## config.mk

```make
export PLATFORM = sky130hd
export DESIGN_NAME = alarm_event_decoder_flat
export DESIGN_NICKNAME = d
export VERILOG_FILES = /design/src/rtl/alarm_event_decoder_if.sv /design/src/rtl/alarm_event_decoder.sv /design/src/flat_wrapper.sv
export SDC_FILE = /design/constraint.sdc
export NUM_CORES = 1
export LEC_CHECK = 0
export BUFFER_PORTS_ARGS = -buffer_cell sky130_fd_sc_hd__buf_2
export CAP_MARGIN = 10
export CORE_ASPECT_RATIO = 1.2
export CORE_UTILIZATION = 64
export CTS_CLUSTER_DIAMETER = 50
export DETAILED_ROUTE_END_ITERATION = 8
export PLACE_DENSITY = 0.85
export SLEW_MARGIN = 20
export SYNTH_ARGS = -nofsm -noshare
export SYNTH_HDL_FRONTEND = slang
export SYNTH_SLANG_ARGS = --single-unit
```

## constraint.sdc

```tcl
create_clock -name clk -period 6.23 [get_ports clk]
set_clock_uncertainty 0.2 [all_clocks]
set_input_delay 0 -clock clk [delete_from_list [all_inputs] [get_ports clk]]
set_output_delay 0 -clock clk [all_outputs]
set_load 0.01 [all_outputs]
```

## src/rtl/alarm_event_decoder_if.sv

```systemverilog
// Event channel between the alarm decoder and its consumer:
// a head event is presented by valid and taken with ready.
interface alarm_event_decoder_if;
  logic       evt_valid;
  logic       evt_ready;
  logic [1:0] evt_code;
  logic [5:0] evt_len;
  logic       evt_err;

  modport master (
    output evt_valid,
    output evt_code,
    output evt_len,
    output evt_err,
    input  evt_ready
  );

  modport slave (
    input  evt_valid,
    input  evt_code,
    input  evt_len,
    input  evt_err,
    output evt_ready
  );
endinterface

```

## src/rtl/alarm_event_decoder.sv

```systemverilog
// Measures buzzer pulses, classifies each one as an event and queues the events
// in a first-word-fall-through FIFO for a ready/valid consumer.
module alarm_event_decoder #(
  parameter int EXP_LEN = 31,
  parameter int LEN_TOL = 2,
  parameter int DEPTH   = 4
) (
  input  logic                  clk,
  input  logic                  rst,
  input  logic                  ena,
  input  logic [2:0]            buz_in,
  alarm_event_decoder_if.master ev,
  output logic [7:0]            evt_total,
  output logic                  ovf
);

  localparam int AW     = $clog2(DEPTH);
  localparam int LEN_LO = EXP_LEN - LEN_TOL;
  localparam int LEN_HI = EXP_LEN + LEN_TOL;

  localparam logic [1:0] IDLE     = 2'd0;
  localparam logic [1:0] MEASURE  = 2'd1;
  localparam logic [1:0] WAIT_LOW = 2'd2;

  localparam logic [5:0]  LEN_MAX  = 6'd63;
  localparam logic [AW:0] OCC_FULL = (AW + 1)'(DEPTH);

  logic [1:0] state, state_nx;
  logic [2:0] hot, hot_nx;
  logic [5:0] len, len_nx;

  logic       push;
  logic [8:0] push_data;

  logic [8:0]  mem [DEPTH];
  logic [AW:0] wptr, rptr;
  logic [AW:0] occ;
  logic        empty, full, pop, accept;
  logic [8:0]  head;

  function automatic logic [1:0] chan_of(input logic [2:0] pat);
    logic [1:0] c;
    c = 2'd0;
    case (pat)
      3'b001:  c = 2'd1;
      3'b010:  c = 2'd2;
      3'b100:  c = 2'd3;
      default: c = 2'd0;
    endcase
    return c;
  endfunction

  function automatic logic len_bad(input logic [5:0] l);
    return (int'(l) < LEN_LO) || (int'(l) > LEN_HI);
  endfunction

  // Event word layout: {code[1:0], len[5:0], err}
  always_comb begin
    state_nx  = state;
    hot_nx    = hot;
    len_nx    = len;
    push      = 1'b0;
    push_data = '0;
    case (state)
      IDLE: begin
        if (buz_in != 3'b000) begin
          if ($onehot(buz_in)) begin
            hot_nx   = buz_in;
            len_nx   = 6'd1;
            state_nx = MEASURE;
          end else begin
            push      = 1'b1;
            push_data = {2'd0, 6'd1, 1'b1};
            len_nx    = '0;
            state_nx  = WAIT_LOW;
          end
        end
      end
      MEASURE: begin
        if (buz_in == hot) begin
          len_nx = (len == LEN_MAX) ? len : len + 6'd1;
        end else if (buz_in == 3'b000) begin
          push      = 1'b1;
          push_data = {chan_of(hot), len, len_bad(len)};
          len_nx    = '0;
          state_nx  = IDLE;
        end else begin
          push      = 1'b1;
          push_data = {chan_of(hot), len, 1'b1};
          len_nx    = '0;
          state_nx  = WAIT_LOW;
        end
      end
      WAIT_LOW: begin
        if (buz_in == 3'b000) state_nx = IDLE;
      end
      default: begin
        state_nx = IDLE;
        len_nx   = '0;
      end
    endcase
  end

  assign occ    = wptr - rptr;
  assign empty  = (wptr == rptr);
  assign full   = (occ == OCC_FULL);
  assign pop    = ena && !empty && ev.evt_ready;
  // A pop in the same cycle frees the slot the push needs when full.
  assign accept = push && (!full || pop);

  always_ff @(posedge clk) begin
    if (rst) begin
      state     <= IDLE;
      hot       <= '0;
      len       <= '0;
      wptr      <= '0;
      rptr      <= '0;
      evt_total <= '0;
      ovf       <= 1'b0;
    end else if (ena) begin
      state <= state_nx;
      hot   <= hot_nx;
      len   <= len_nx;
      if (accept) begin
        wptr      <= wptr + 1'b1;
        evt_total <= evt_total + 8'd1;
      end
      if (push && !accept) ovf <= 1'b1;
      if (pop) rptr <= rptr + 1'b1;
    end
  end

  always_ff @(posedge clk) begin
    if (!rst && ena && accept) mem[wptr[AW-1:0]] <= push_data;
  end

  assign head         = mem[rptr[AW-1:0]];
  assign ev.evt_valid = !empty;
  assign ev.evt_code  = empty ? '0 : head[8:7];
  assign ev.evt_len   = empty ? '0 : head[6:1];
  assign ev.evt_err   = empty ? 1'b0 : head[0];

endmodule

```

## src/flat_wrapper.sv

```systemverilog
// flat-port wrapper written by rule: the top's interface ports become plain ports
module alarm_event_decoder_flat 
#(
  parameter int EXP_LEN = 31,
  parameter int LEN_TOL = 2,
  parameter int DEPTH   = 4
)
  (clk, rst, ena, buz_in, evt_total, ovf, ev_evt_valid, ev_evt_code, ev_evt_len, ev_evt_err, ev_evt_ready);
  alarm_event_decoder_if ev_i ();
  input  logic clk;
  input  logic rst;
  input  logic ena;
  input  logic [2:0] buz_in;
  output logic [7:0] evt_total;
  output logic ovf;
  output wire logic [$bits(ev_i.evt_valid)-1:0] ev_evt_valid;
  output wire logic [$bits(ev_i.evt_code)-1:0] ev_evt_code;
  output wire logic [$bits(ev_i.evt_len)-1:0] ev_evt_len;
  output wire logic [$bits(ev_i.evt_err)-1:0] ev_evt_err;
  input wire logic [$bits(ev_i.evt_ready)-1:0] ev_evt_ready;
  assign ev_evt_valid = ev_i.evt_valid;
  assign ev_evt_code = ev_i.evt_code;
  assign ev_evt_len = ev_i.evt_len;
  assign ev_evt_err = ev_i.evt_err;
  assign ev_i.evt_ready = ev_evt_ready;
  alarm_event_decoder #(.EXP_LEN(EXP_LEN), .LEN_TOL(LEN_TOL), .DEPTH(DEPTH)) u_core (.clk(clk), .rst(rst), .ena(ena), .buz_in(buz_in), .ev(ev_i), .evt_total(evt_total), .ovf(ovf));
endmodule
```

### Word level (Yosys, flattened, before mapping)

Memory sizes are Yosys's and may differ from the RTL's. A register that Yosys moved wholly into a read port is not among the register bits.
Cells that the tools add are included.

* bits in registers: 26
* memory bits (writable): 36
* input bits: 7
* output and inout port bits: 19
* logic and storage cells: 81
* memories kept: 1

Memory list
* u_core.mem: words 4, bits a word 9, read ports 1, clocked after Yosys merged registers in 1, wr ports 1, RTL line alarm_event_decoder.sv:35 `logic [8:0] mem [DEPTH];`

* $add $sub $neg: 7
* order comparisons: 2
* eq/ne operators: 14
* mux-type cells: 28
* bitwise logic cells: 1
* reductions and logical operators: 21

Operator list (number)
* 2-to-1 mux 6 bit: 4
* 2-to-1 mux 2 bit: 9
* 2-to-1 mux 9 bit: 2
* case mux 6 bit (3 select lines): 1
* case mux 9 bit (2 select lines): 1
* case mux 2 bit (3 select lines): 2
* AND reduction 4 bit: 3
* adder 8 x 1 -> 8 bit (second input constant): 1
* 2-to-1 mux 1 bit: 8
* adder 3 x 1 -> 3 bit (second input constant): 2
* adder 6 x 1 -> 6 bit (second input constant): 1
* == test 3 bit: 2
* == test 3 bit (second input constant): 2
* == test 6 bit (second input constant): 1
* greater-than comparator 6 bit (second input constant): 1
* logical AND 1 bit: 6
* less-than comparator 6 x 5 -> 1 bit (second input constant): 1
* AND reduction 2 bit: 3
* == test 2 x 1 -> 1 bit (second input constant): 2
* zero test 1 bit: 4
* != test 2 x 1 -> 1 bit (second input constant): 2
* == test 3 x 1 -> 1 bit (second input constant): 1
* == test 3 x 2 -> 1 bit (second input constant): 1
* zero test 3 bit: 1
* other kinds (11): 12

### Longest topological paths before layout

* depth in word-level cells: 10
* gate-level depth with buffers: 8
* depth with buffers taken out: 7

### Worst setup path before layout

OpenSTA, ideal clock, no wires.

* path type: reg2reg
* start point: reg u_core.hot[2]
* end point: mem u_core.mem[0][0], enable pin
* library setup time: 0.389 ns
* data arrival time: 2.255 ns
* required time: 5.641 ns
* setup slack: 3.386 ns
* stages on the path, launching flop included: 7
* path buffers: 1
* cell sequence: dfxtp_1 > xor2_1 > nor3_1 > buf_2 > a2111oi_4 > nand2_1 > nor3b_1

* cells in the longest elaborated chain, start to end: 7

Ends and longest elaborated chain
* start, declared: RTL line alarm_event_decoder.sv:29 `logic [2:0] hot, hot_nx;`
* start signal, assigned: RTL line alarm_event_decoder.sv:122 `hot <= hot_nx;`
* == test 3 bit: RTL line alarm_event_decoder.sv:80 `if (buz_in == hot) begin`
* 2-to-1 mux 1 bit: RTL line alarm_event_decoder.sv:80
* case mux 1 bit (2 select lines): RTL line alarm_event_decoder.sv:64 `case (state)`
* logical AND 1 bit: RTL line alarm_event_decoder.sv:109 `assign accept = push && (!full || pop);`
* logical AND 1 bit: RTL line alarm_event_decoder.sv:134 `if (!rst && ena && accept) mem[wptr[AW-1:0]] <= push_data;`
* 2-to-1 mux 1 bit: RTL line alarm_event_decoder.sv:134
* 2-to-1 mux 1 bit (not written as such): RTL line alarm_event_decoder.sv:134
* end, declared: RTL line alarm_event_decoder.sv:35

Every way passes these cells.

### Final worst setup path

* start point: reg u_core.state[1]
* end point: mem u_core.mem[3][6], enable pin

* cells in the longest elaborated chain, start to end: 6
* elaborated cells on any way between the ends: 7
* classes of those cells: eq/ne: 1; mux: 3; reduce/logical: 3

Ends and longest elaborated chain
* start, declared: RTL line alarm_event_decoder.sv:28 `logic [1:0] state, state_nx;`
* start signal, assigned: RTL line alarm_event_decoder.sv:121 `state <= state_nx;`
* == test 2 x 1 -> 1 bit / zero test 2 bit (equally long branches): RTL line alarm_event_decoder.sv:64
* case mux 1 bit (2 select lines) (*): RTL line alarm_event_decoder.sv:64
* logical AND 1 bit (*): RTL line alarm_event_decoder.sv:109
* logical AND 1 bit (*): RTL line alarm_event_decoder.sv:134
* 2-to-1 mux 1 bit (*): RTL line alarm_event_decoder.sv:134
* 2-to-1 mux 1 bit (not written as such) (*): RTL line alarm_event_decoder.sv:134

Every way passes the cells marked *; elsewhere a longest branch is shown, timed or not.

==> qor.yml <==
timing:
  max_freq_mhz: 346
  finalHoldViolCount: 0
  whs_ns: 0.291
  setup_tns_ns: 0
  tightest_slew_ns: 0.775
  setup_viol: 0
  slew_viol_final: 0
  relSlewSlack: 0.479
  period_minus_slack_ns: 2.89
  fin_crit_sh: 0.464
  rsz0062_at_grt: "false"
synthesis:
  synth_edf_count: 36
  synth.distinct_cells: 42
  synthCells: 268
  synth_top_area_share: 0.351
  post-synth-top-count-cell: "edfxtp_1"
  synth_area_leader_cell: "edfxtp_1"
  synth.cell_area_mm2: 0.00308
  async_flop_share: 0
  ys_ff_latch: 64
  synthFlopType: "edfxtp_1"
  netlist_top_cells_area: "edfxtp_1 35%, dfxtp_1 18%, mux4_2 6.6%"
  seq_area_frac_synth: 0.533
  syn_nets: 287
  synth_common_cells: "36 x edfxtp_1, 28 x dfxtp_1, 21 x nor2_1"
  avgSynthCellArea_um2: 11.5
  ys_warn_count: 0
power_and_ir_drop:
  p_total_uw: 926
  vdd_drop_max_uv: 200
  power.density_mw_per_mm2: 260
  cellLeakagePower_uw: 0.00134
routing:
  drt-total-wl_um: 5610
  wl_per_cell_um: 15.4
  via_per_inst: 5.87
  drt_first_iter_violations: 126
  drc_errors: 0
  postRouteAntennaNets: 0
  vias: 2144
  dr.pass1.iters: 4
setup_path:
  rr_worst_depth: 5
  critical_path_class: "reg2reg"
  crit_slowest_cell: "nor3b_2"
  cp.required_ns: 5.99
  critPathMaxStageDelay_ns: 0.67
  cp_top_family: "simple AND/OR/NAND/NOR gates"
  cp_num_cells: 5
  r2r_slack_ns: 3.34
  crit_path_end_kind: "flop"
  startpoint_type: "flop"
  cp.arrival_ns: 2.65
  timing.rr.start: "u_core.state[1]$_SDFFE_PP0P_"
  crit_chain: "nor2_1 -> nand2_1 -> a2111oi_4 -> nand2_1 -> nor3b_2"
  crit-reg2reg-capture: "u_core.mem[3][6]$_DFFE_PP_"
  path_max_fanout: 15
  path_buf_inv: 0
  cpMostUsedCell: "nand2_1"
clock_tree:
  cts_tree: "built"
  cts_sinks: 64
  clk_path_buf_depth: 2
  clock_latency_ns: 0.33
  path_clk_slew_ns: 0.07
  cts_buffers: 9
  cts-htree-levels: 3
  clockRootBuffer: "clkbuf_8"
  cts_resized: 0
  cts_setup_buffers: 0
placed_design:
  gp_congestion: 0.914
  dp.cells: 340
  port_buffers: 25
  dpl-instance-area_mm2: 0.00325
  dp_hpwl_um: 3850
job:
  maxCapViolCount: 0
worst_hold_path:
  min_from: "u_core.ovf$_SDFFE_PP0P_"
  hold_class: "reg2reg"
  min_to: "u_core.ovf$_SDFFE_PP0P_"
  hold_depth: 2
layout:
  final_cells: 365
  nets: 321
  num-fill-cells: 301
  syn2layout_area_growth_pct: 15.6
  fin_area_mm2: 0.00356
  antenna_cells: 0
  drive_gt1_frac: 0.199
global_route:
  grt_pass1_wl_um: 9490
  grt_max_degree: 32
  grt_usage: 0.250
  grt_pass1_vias: 2071
  grt_remaining_overflow: 0
  antenna_found_initial: 0
floorplan:
  io_pins: 26
  initial_utilization: 0.671
  dieWidth_um: 65.3
  row_count: 27
  fp.dieH_um: 78.0
  die_area_mm2: 0.00510
  core_mm2: 0.00459
run_status:
  status: "completed"
## layout make-up
class | instances | area, µm² | area share
multi-input combinational | 182 | 1370 | 0.385
sequential | 64 | 1640 | 0.461
clock buffer | 12 | 145 | 0.0407
timing repair buffer | 36 | 230 | 0.0646
tap | 58 | 72.6 | 0.0204
inverter | 9 | 33.8 | 0.00948
clock inverter | 4 | 68.8 | 0.0193
## worst max-delay path by stage
stage | from | to | slack, ns
2_1_floorplan | u_core.hot[2]$_SDFFE_PP0P_ | u_core.mem[0][0]$_DFFE_PP_ | 3.39
3_3_place_gp | u_core.state[1]$_SDFFE_PP0P_ | u_core.mem[3][4]$_DFFE_PP_ | 2.95
3_5_place_dp | u_core.state[1]$_SDFFE_PP0P_ | u_core.mem[2][4]$_DFFE_PP_ | 2.95
4_1_cts | u_core.state[1]$_SDFFE_PP0P_ | u_core.mem[2][3]$_DFFE_PP_ | 2.94
5_1_grt | u_core.state[1]$_SDFFE_PP0P_ | u_core.mem[0][1]$_DFFE_PP_ | 3.10
6_report | u_core.state[1]$_SDFFE_PP0P_ | u_core.mem[3][6]$_DFFE_PP_ | 3.34
## metrics by stage
stage	utilization	setup WS, ns
CTS	0.774	2.94
floorplan	-	3.39
global route	0.775	3.10
detailed placement	0.708	2.95
finish	0.775	3.34
global placement	0.706	2.95
## flip-flops by register name, indices dropped and copies added (netlist names), named ones only
| name | flops |
|---|---|
| u_core.len | 6 |
| u_core.state | 2 |
| u_core.hot | 3 |
| u_core.evt_total | 8 |
| u_core.mem | 36 |
| u_core.wptr | 3 |
| u_core.rptr | 3 |
| u_core.ovf | 1 |
## timing repair
action                                 in CTS  in global routing
hold buffers                                9                  0
endpoints found under the hold margin      20                  0
setup endpoints to repair                   0                  0
## worst reg2reg max path: cells and delay by family (launching register included)
family          cells  cell delay (ns)
simple gates        4             1.26
compound gates      1             0.60
flops               1             0.46
## logic make-up after synthesis
group / after synthesis / synth area share
buffers and inverters: 22 / 0.0276
AOI/OAI and AO/OA: 41 / 0.0926
DFF: 64 / 0.533
adders and majority gates: 12 / 0.0512
and+or+nand+nor: 100 / 0.167
xor gates and xnor gates: 10 / 0.0284
muxes: 19 / 0.100
## cells in the final DEF (no fill, tap or decap), types with 2 or more instances in the layout
cell	instances
edfxtp_1	36
dfxtp_1	28
buf_2	25
nor2_1	21
nand2_1	17
nand3_1	15
and2_1	14
a21oi_1	13
ha_1	11
clkbuf_8	10
inv_1	9
mux4_2	9
dlygate4sd3_1	9
o21ai_0	8
nor3_1	6
xnor2_1	5
xor2_1	5
nor2b_1	5
mux2_2	5
mux2i_1	5
a211oi_1	4
or3_1	4
nand2b_1	3
nor4_1	3
nor3b_2	3
nand4_1	3
o31ai_1	3
or4_1	3
a31oi_1	2
bufinv_16	2
clkbuf_1	2
buf_4	2
## per-layer routing
metal,track usage,wire (µm),up-vias
li1,-,-,1057
met1,0.313,2400,1026
met2,0.412,2910,56
met3,0.0523,227,5
met4,0.113,78,0
met5,0,0,-
## power by group
group | switching, µW | internal, µW
sequential | 10.4 | 451
clock | 147 | 235
combinational | 47.0 | 36.2
total | 204 | 722
No activity file was read; power rests on OpenSTA's default activity.
